`src/rtl/pc_fetch_unit.sv`:
```
// Hack CPU program counter and ROM fetch sequencer (IDLE -> FETCH -> ISSUE).
// Latency: rom_req rises 1 cycle after leaving reset or issue, and instr_valid rises 1 cycle after rom_ack.
// Backpressure: ROM stalls hold FETCH indefinitely, the core holds ISSUE until exec_done, and halt parks in IDLE.
module pc_fetch_unit #(
    parameter int ADDR_W    = 15,
    parameter int DATA_W    = 16,
    parameter int RESET_VEC = 0
) (
    input  logic              clk,
    input  logic              reset,
    input  logic              pc_inc,
    input  logic              pc_load,
    input  logic [ADDR_W-1:0] load_addr,
    input  logic              exec_done,
    input  logic              halt,
    output logic              rom_req,
    output logic [ADDR_W-1:0] rom_addr,
    input  logic              rom_ack,
    input  logic [DATA_W-1:0] rom_data,
    output logic [DATA_W-1:0] instr,
    output logic              instr_valid,
    output logic [ADDR_W-1:0] pc
);

    localparam logic [ADDR_W-1:0] L_RESET_PC = ADDR_W'(RESET_VEC);

    typedef enum logic [1:0] {
        S_IDLE  = 2'd0,
        S_FETCH = 2'd1,
        S_ISSUE = 2'd2
    } state_t;

    state_t r_state;
    state_t w_state_nxt;

    logic [ADDR_W-1:0] r_pc;
    logic              r_rom_req;
    logic [ADDR_W-1:0] r_rom_addr;
    logic [DATA_W-1:0] r_instr;
    logic              r_instr_valid;

    logic [ADDR_W-1:0] w_pc_nxt;
    logic              w_rom_req_nxt;
    logic [ADDR_W-1:0] w_rom_addr_nxt;
    logic [DATA_W-1:0] w_instr_nxt;
    logic              w_instr_valid_nxt;

    always_ff @(posedge clk) begin
        if (reset) begin
            r_state <= S_IDLE;
        end else begin
            r_state <= w_state_nxt;
        end
    end

    always_comb begin
        w_state_nxt = r_state;
        case (r_state)
            S_IDLE:  w_state_nxt = halt ? S_IDLE : S_FETCH;
            S_FETCH: w_state_nxt = rom_ack ? S_ISSUE : S_FETCH;
            S_ISSUE: begin
                if (exec_done) begin
                    w_state_nxt = halt ? S_IDLE : S_FETCH;
                end
            end
            default: w_state_nxt = S_IDLE;
        endcase
    end

    // Next values of the registered outputs; stray rom_ack/exec_done fall through to "hold".
    always_comb begin
        w_pc_nxt          = r_pc;
        w_rom_req_nxt     = r_rom_req;
        w_rom_addr_nxt    = r_rom_addr;
        w_instr_nxt       = r_instr;
        w_instr_valid_nxt = r_instr_valid;
        case (r_state)
            S_IDLE: begin
                if (!halt) begin
                    w_rom_req_nxt  = 1'b1;
                    w_rom_addr_nxt = r_pc;
                end
            end
            S_FETCH: begin
                if (rom_ack) begin
                    w_instr_nxt       = rom_data;
                    w_instr_valid_nxt = 1'b1;
                    w_rom_req_nxt     = 1'b0;
                end
            end
            S_ISSUE: begin
                if (exec_done) begin
                    if (pc_load) begin
                        w_pc_nxt = load_addr;
                    end else if (pc_inc) begin
                        w_pc_nxt = r_pc + ADDR_W'(1);
                    end
                    w_instr_valid_nxt = 1'b0;
                    if (!halt) begin
                        w_rom_req_nxt  = 1'b1;
                        w_rom_addr_nxt = w_pc_nxt;
                    end
                end
            end
            default: begin
                w_rom_req_nxt     = 1'b0;
                w_instr_valid_nxt = 1'b0;
            end
        endcase
    end

    always_ff @(posedge clk) begin
        if (reset) begin
            r_pc          <= L_RESET_PC;
            r_rom_req     <= 1'b0;
            r_rom_addr    <= L_RESET_PC;
            r_instr       <= '0;
            r_instr_valid <= 1'b0;
        end else begin
            r_pc          <= w_pc_nxt;
            r_rom_req     <= w_rom_req_nxt;
            r_rom_addr    <= w_rom_addr_nxt;
            r_instr       <= w_instr_nxt;
            r_instr_valid <= w_instr_valid_nxt;
        end
    end

    assign rom_req     = r_rom_req;
    assign rom_addr    = r_rom_addr;
    assign instr       = r_instr;
    assign instr_valid = r_instr_valid;
    assign pc          = r_pc;

endmodule
```
`config.mk`:
```
export PLATFORM = sky130hd
export DESIGN_NAME = pc_fetch_unit
export DESIGN_NICKNAME = d
export VERILOG_FILES = /design/src/rtl/pc_fetch_unit.sv
export SDC_FILE = /design/constraint.sdc
export NUM_CORES = 1
export LEC_CHECK = 0
export ABC_AREA = 0
export CORE_UTILIZATION = 43
export CTS_BUF_LIST = sky130_fd_sc_hd__clkbuf_4 sky130_fd_sc_hd__clkbuf_8
export CTS_CLUSTER_DIAMETER = 100
export DETAILED_ROUTE_END_ITERATION = 10
export PLACE_DENSITY = 0.78
export SLEW_MARGIN = 30
export SYNTH_ARGS = -nofsm -noshare
export SYNTH_HDL_FRONTEND = slang
export SYNTH_SLANG_ARGS = --single-unit
```
`constraint.sdc`:
```
create_clock -name clk -period 1.84 [get_ports clk]
set_clock_uncertainty 0.05 [all_clocks]
set_input_delay 0.368 -clock clk [delete_from_list [all_inputs] [get_ports clk]]
set_output_delay 0.368 -clock clk [all_outputs]
set_load 0.05 [all_outputs]
```
* Word-level counts from Yosys, hierarchy flattened
Cells that the tools add are included.
** Word-level totals
- Register bits after elaboration :: 50
- Input bits :: 38
- Output and inout bits :: 48
- Logic and storage cells :: 38
** Cells by class
- Add/subtract/negate cells :: 1
- Eq/ne operators :: 6
- Mux-type cells :: 17
- Bitwise operators :: 1
- Reductions and logical operators :: 7
** Operator list (number)
- 15-bit 2-to-1 mux :: 5
- 15-bit case mux with 2 select lines :: 1
- 15-bit by 1-bit adder with 15-bit output (second input constant) :: 1
- 2-bit inequality test (second input constant) :: 4
- 1-bit 2-to-1 mux :: 6
- 1-bit case mux with 3 select lines :: 2
- 2-bit case mux with 3 select lines :: 1
- 2-bit AND reduction :: 3
- 2-bit 2-to-1 mux :: 2
- 4-bit AND reduction :: 1
- 3-bit AND reduction :: 1
- 2-bit by 1-bit equality test with 1-bit output (second input constant) :: 1
- 2-bit equality test (second input constant) :: 1
- 2-bit zero test :: 1
- 2-bit nonzero test :: 1
- 1-bit NOT :: 1

* Depth between registers and ports, before layout
- Depth after elaboration :: 6
- Mapped depth :: 7
- Depth with buffers taken out :: 5

* Worst setup path after synthesis
No wires, ideal clock.
- Path type :: register -> register
- Start :: register r_pc[1] (netlist: pc[1])
- End :: register r_rom_addr[14] (netlist: rom_addr[14])
- Library setup time :: 124 ps
- Data arrival time :: 2006 ps
- Data required time :: 1666 ps
- Setup slack :: -340 ps
- Stages on the path, launching flop included :: 6
- Path buffers :: 0
- Period minus slack after synthesis :: 2180 ps
- Cell sequence :: dfxtp_1 -> ha_1 -> nand4_1 -> nor4_1 -> and4bb_2 -> nor3_1
** On the way
- Cells in the longest elaborated chain, start to end :: 6
** RTL lines
- start, declared :: RTL line 36 : logic [ADDR_W-1:0] r_pc;
- start signal, assigned :: RTL line 120 : r_pc <= w_pc_nxt;
- 15-bit by 1-bit adder with 15-bit output :: RTL line 96 : w_pc_nxt = r_pc + ADDR_W'(1);
- 15-bit 2-to-1 mux :: RTL line 95 : end else if (pc_inc) begin
- 15-bit 2-to-1 mux :: RTL line 93 : if (pc_load) begin
- 15-bit 2-to-1 mux :: RTL line 99 : if (!halt) begin
- 15-bit 2-to-1 mux :: RTL line 92 : if (exec_done) begin
- 15-bit case mux with 2 select lines :: RTL line 77 : case (r_state)
- end signal, assigned :: RTL line 122 : r_rom_addr <= w_rom_addr_nxt;
- end, declared :: RTL line 38 : logic [ADDR_W-1:0] r_rom_addr;
Every way passes these cells. The select of a mux whose other input is x is not followed.
A chain may end at the register's enable or synchronous reset.

* Worst setup path in the final report
- Start :: input port pc_inc
- End :: register r_rom_addr[14] (netlist: rom_addr[14])
** On the way
- Cells in the longest elaborated chain, start to end :: 5
** RTL lines
- start, declared :: RTL line 11 : input logic pc_inc,
- 15-bit 2-to-1 mux :: RTL line 95
- 15-bit 2-to-1 mux :: RTL line 93
- 15-bit 2-to-1 mux :: RTL line 99
- 15-bit 2-to-1 mux :: RTL line 92
- 15-bit case mux with 2 select lines :: RTL line 77
Every way passes these cells. The select of a mux whose other input is x is not followed.

==> PnR_summary.wiki <==
{| class="wikitable"
! Metric !! Value
|-
| Placed cell count || 530
|-
| Most common cell in the synthesized netlist || nand2_1
|-
| Ys flop type || dfxtp_1
|-
| Relative slew slack || 71.1%
|-
| Path category of the worst min-delay check || reg2reg
|-
| Fill cell instance count of the final layout || 523
|-
| Max Cap Viol || 0
|-
| Antenna Diode Count || 0
|-
| Leak || 1.53 nW
|-
| Core area || 0.00596 mm2
|-
| Vias || 3041
|-
| Via count normalized by instance count || 5.65
|-
| Share of synthesized flip-flops with an asynchronous set or reset || 0%
|-
| Number of instances in the synthesized netlist || 353
|-
| Cell Pwr Density || 613 mW/mm2
|-
| Number of I/O port buffers || 85
|-
| Worst-skew pair later-pin latency || 310 ps
|-
| TritonCTS clock tree || built
|-
| Min setup slack post-route || 66.5 ps
|-
| Commonest cells post-synth || nand2_1 (70), dfxtp_1 (50), a21oi_1 (32)
|-
| Number of flops mapped to enable cells by yosys || 0
|-
| Wire length reported by the detailed router || 8430 um
|-
| Proportion of netlist area held by the largest area contributor || 37.4%
|-
| Worst setup slack after placement || -263 ps
|-
| Residual DRC || 0
|-
| Worst setup EP type || flip-flop
|-
| Nets || 501
|-
| Number of H-tree levels || 2
|-
| Detailed Routing Iterations Pass 1 || 5
|-
| Maximum fanout encountered on the critical timing path || 5
|-
| Number of setup violations in the final report || 0
|-
| Placed wire-length estimate || 6090 um
|-
| Actual transition at the worst max-transition pin || 430 ps
|-
| Area Growth Syn to Fin || 46.0%
|-
| Hold Fails Final Rpt || 0
|-
| FP Rows || 28
|-
| Data arrival time at the worst-slack endpoint || 1930 ps
|-
| Worst Path Buf+Inv || 2
|-
| Die H || 80.9 um
|-
| Placed Instance Area || 0.00380 mm2
|-
| Number of warnings reported in the yosys synthesis log || 0
|-
| Post-synthesis sequential area ratio || 37.4%
|-
| Cell-by-cell listing of the critical path || clkdlybuf4s50_1 -> nand4_1 -> buf_4 -> nor4_2 -> and4bb_2 -> nor3_1
|-
| Largest area contributor in the synthesized netlist || dfxtp_1
|-
| Number of library cell types mapped by synthesis || 55
|-
| Clock root buffer || clkbuf_8
|-
| Critical path's largest stage delay || 560 ps
|-
| Wire length of the first global-routing pass || 13400 um
|-
| Inserted Clock Buffers || 5
|-
| Type of origin of the critical path || primary input
|-
| Netlist area before placement || 0.00268 mm2
|-
| Clock input transition at the sequential cells of the worst setup and hold paths || 100 ps
|-
| Sum of overflow across all layers after global routing || 0
|-
| Total number of clock tree sinks || 50
|-
| Area of all sequential standard cells || 0.00101 mm2
|-
| Total non-filler cell area in the finished layout || 0.00391 mm2
|-
| Iter 0 DRT Violations || 243
|-
| Number of buffers on the longest clock path || 2
|-
| Via count of the first global-routing pass || 2875
|-
| Share of final-layout standard cells stronger than drive strength 1 || 27.2%
|-
| Routability congestion estimate || 0.857
|-
| Global-route usage over all layers || 26.4%
|-
| Number of pins exceeding their max-slew limit in the final report || 0
|-
| Critical path's slowest cell || clkdlybuf4s50_1
|-
| Kind of critical path || in2reg
|-
| End-of-flow core utilization || 65.6%
|-
| Number of placed I/O pins || 86
|-
| Initial Util || 44.9%
|-
| Filler-free cell count of the finished design || 538
|-
| Die area || 0.00654 mm2
|-
| Final period utilization || 96.4%
|-
| Number of antenna violations at the first check in global routing || 0
|-
| Upper clock frequency limit || 0.564 GHz
|-
| Min cycle time layout || 1770 ps
|-
| Mean routed wirelength per cell || 15.7 um
|-
| Maximum number of pins on one net before global-route repair || 40
|-
| Kind of cell adding the most delay to the critical path || simple AND/OR/NAND/NOR gates
|-
| Number of nets produced by synthesis || 392
|-
| Worst Path Required || 2000 ps
|-
| Worst IR Drop VDD || 0.000399 V
|-
| Antenna violation net count after detailed routing || 0
|-
| Top area cells in the synthesized netlist || dfxtp_1 (37%), nand2_1 (9.8%), a21oi_1 (6.0%), o21ai_0 (5.2%), nor2_1 (2.9%)
|-
| Chip Width || 80.9 um
|-
| Result of the run || complete, no violations
|-
| Flip-flop and latch count after synthesis || 50
|-
| Multi-input logic area || 0.00154 mm2
|-
| Syn avg cell area || 7.58 um2
|}
worst min-delay path: cells and delay by family, from the launching register on:
| family | cells | cell delay, ps |
|---|---|---|
| flip-flops | 1 | 320 |
| AO/OA/AOI/OAI | 1 | 50 |
| AND/OR/NAND/NOR | 1 | 50 |
cell families after synthesis:
family | Yosys count | share of synthesized area (%)
simple gates | 152 | 28.3
compound gates | 104 | 24.5
flops | 50 | 37.4
buf+inv | 37 | 5.94
mux | 8 | 3.13
xor+xnor | 1 | 0.327
fa+ha+maj | 1 | 0.468
layer usage:
layer | up-vias | GRT usage, % | share of wire, %
li1 | 1488 | - | -
met1 | 1396 | 34.5 | 45
met2 | 134 | 44.5 | 47
met3 | 23 | 4.16 | 5.2
met4 | 0 | 7.68 | 2.3
met5 | - | 0 | 0
flip-flops by register name, summed over array words and instances, names as in the netlist:
register / flops
instr: 16
instr_valid: 1
pc: 15
r_state: 2
rom_addr: 15
rom_req: 1
cell type report:
cell class              instances  area share (%)
well taps                      75            2.40
flip-flops and latches         50            26.0
inverters                       6           0.577
multi-input cells             266            39.4
repair buffers                133            29.2
clock inverters                 3           0.641
clock buffers                   5            1.76
per-stage QoR:
step	hold WS [ps]	total power, mW	TNS [ps]
final	410	2.39	0
after floorplan	454	1.47	-33.4
after CTS	414	2.41	0
after global placement	394	1.71	-3110
after global routing	434	2.49	-13.2
after detailed placement	399	1.72	-3830
power breakdown:
part	switching (mW)	leakage, nW	internal [mW]
Combinational	0.315	1.08	0.233
Clock	0.416	0.0447	0.276
Sequential	0.0325	0.411	1.12
Total	0.764	1.53	1.63
path summary, 6_finish.rpt:
check	from	end	slack (ps)	depth (start not counted)
max reg2reg	pc[5]	pc[13]	120	5
min reg2reg	instr[3]	instr[3]	410	2
max	pc_inc	rom_addr[14]	70	6
min	instr[3]	instr[3]	410	2
what timing repair did:
item,CTS,global route
buffers inserted,0,0
setup endpoints to repair,0,4
hold buffers,0,0
gates resized for setup,0,3
placed cells by master, fill, tap and decap left out, types with 2 or more instances in the layout:
master	instances
buf_4	92
nand2_1	70
dfxtp_1	41
clkdlybuf4s50_1	37
a21oi_1	32
o21ai_0	28
nor2_1	21
nand3_1	9
a31oi_1	8
dfxtp_2	8
nand2b_1	7
nor3_1	7
inv_1	6
nand4_1	5
mux2i_1	5
nor4_1	5
clkbuf_8	5
nor2b_1	4
buf_12	4
nand3b_1	3
and2_1	3
a32o_1	3
a22oi_1	3
nor4_2	3
o21a_1	3
o22ai_1	3
mux2_2	3
o211a_1	3
o311ai_0	3
and3b_1	2
o31ai_1	2
or3b_2	2
o32ai_1	2
o221ai_1	2
or2_1	2
a211oi_1	2
a221oi_1	2
(Power assumes the default switching activity.)
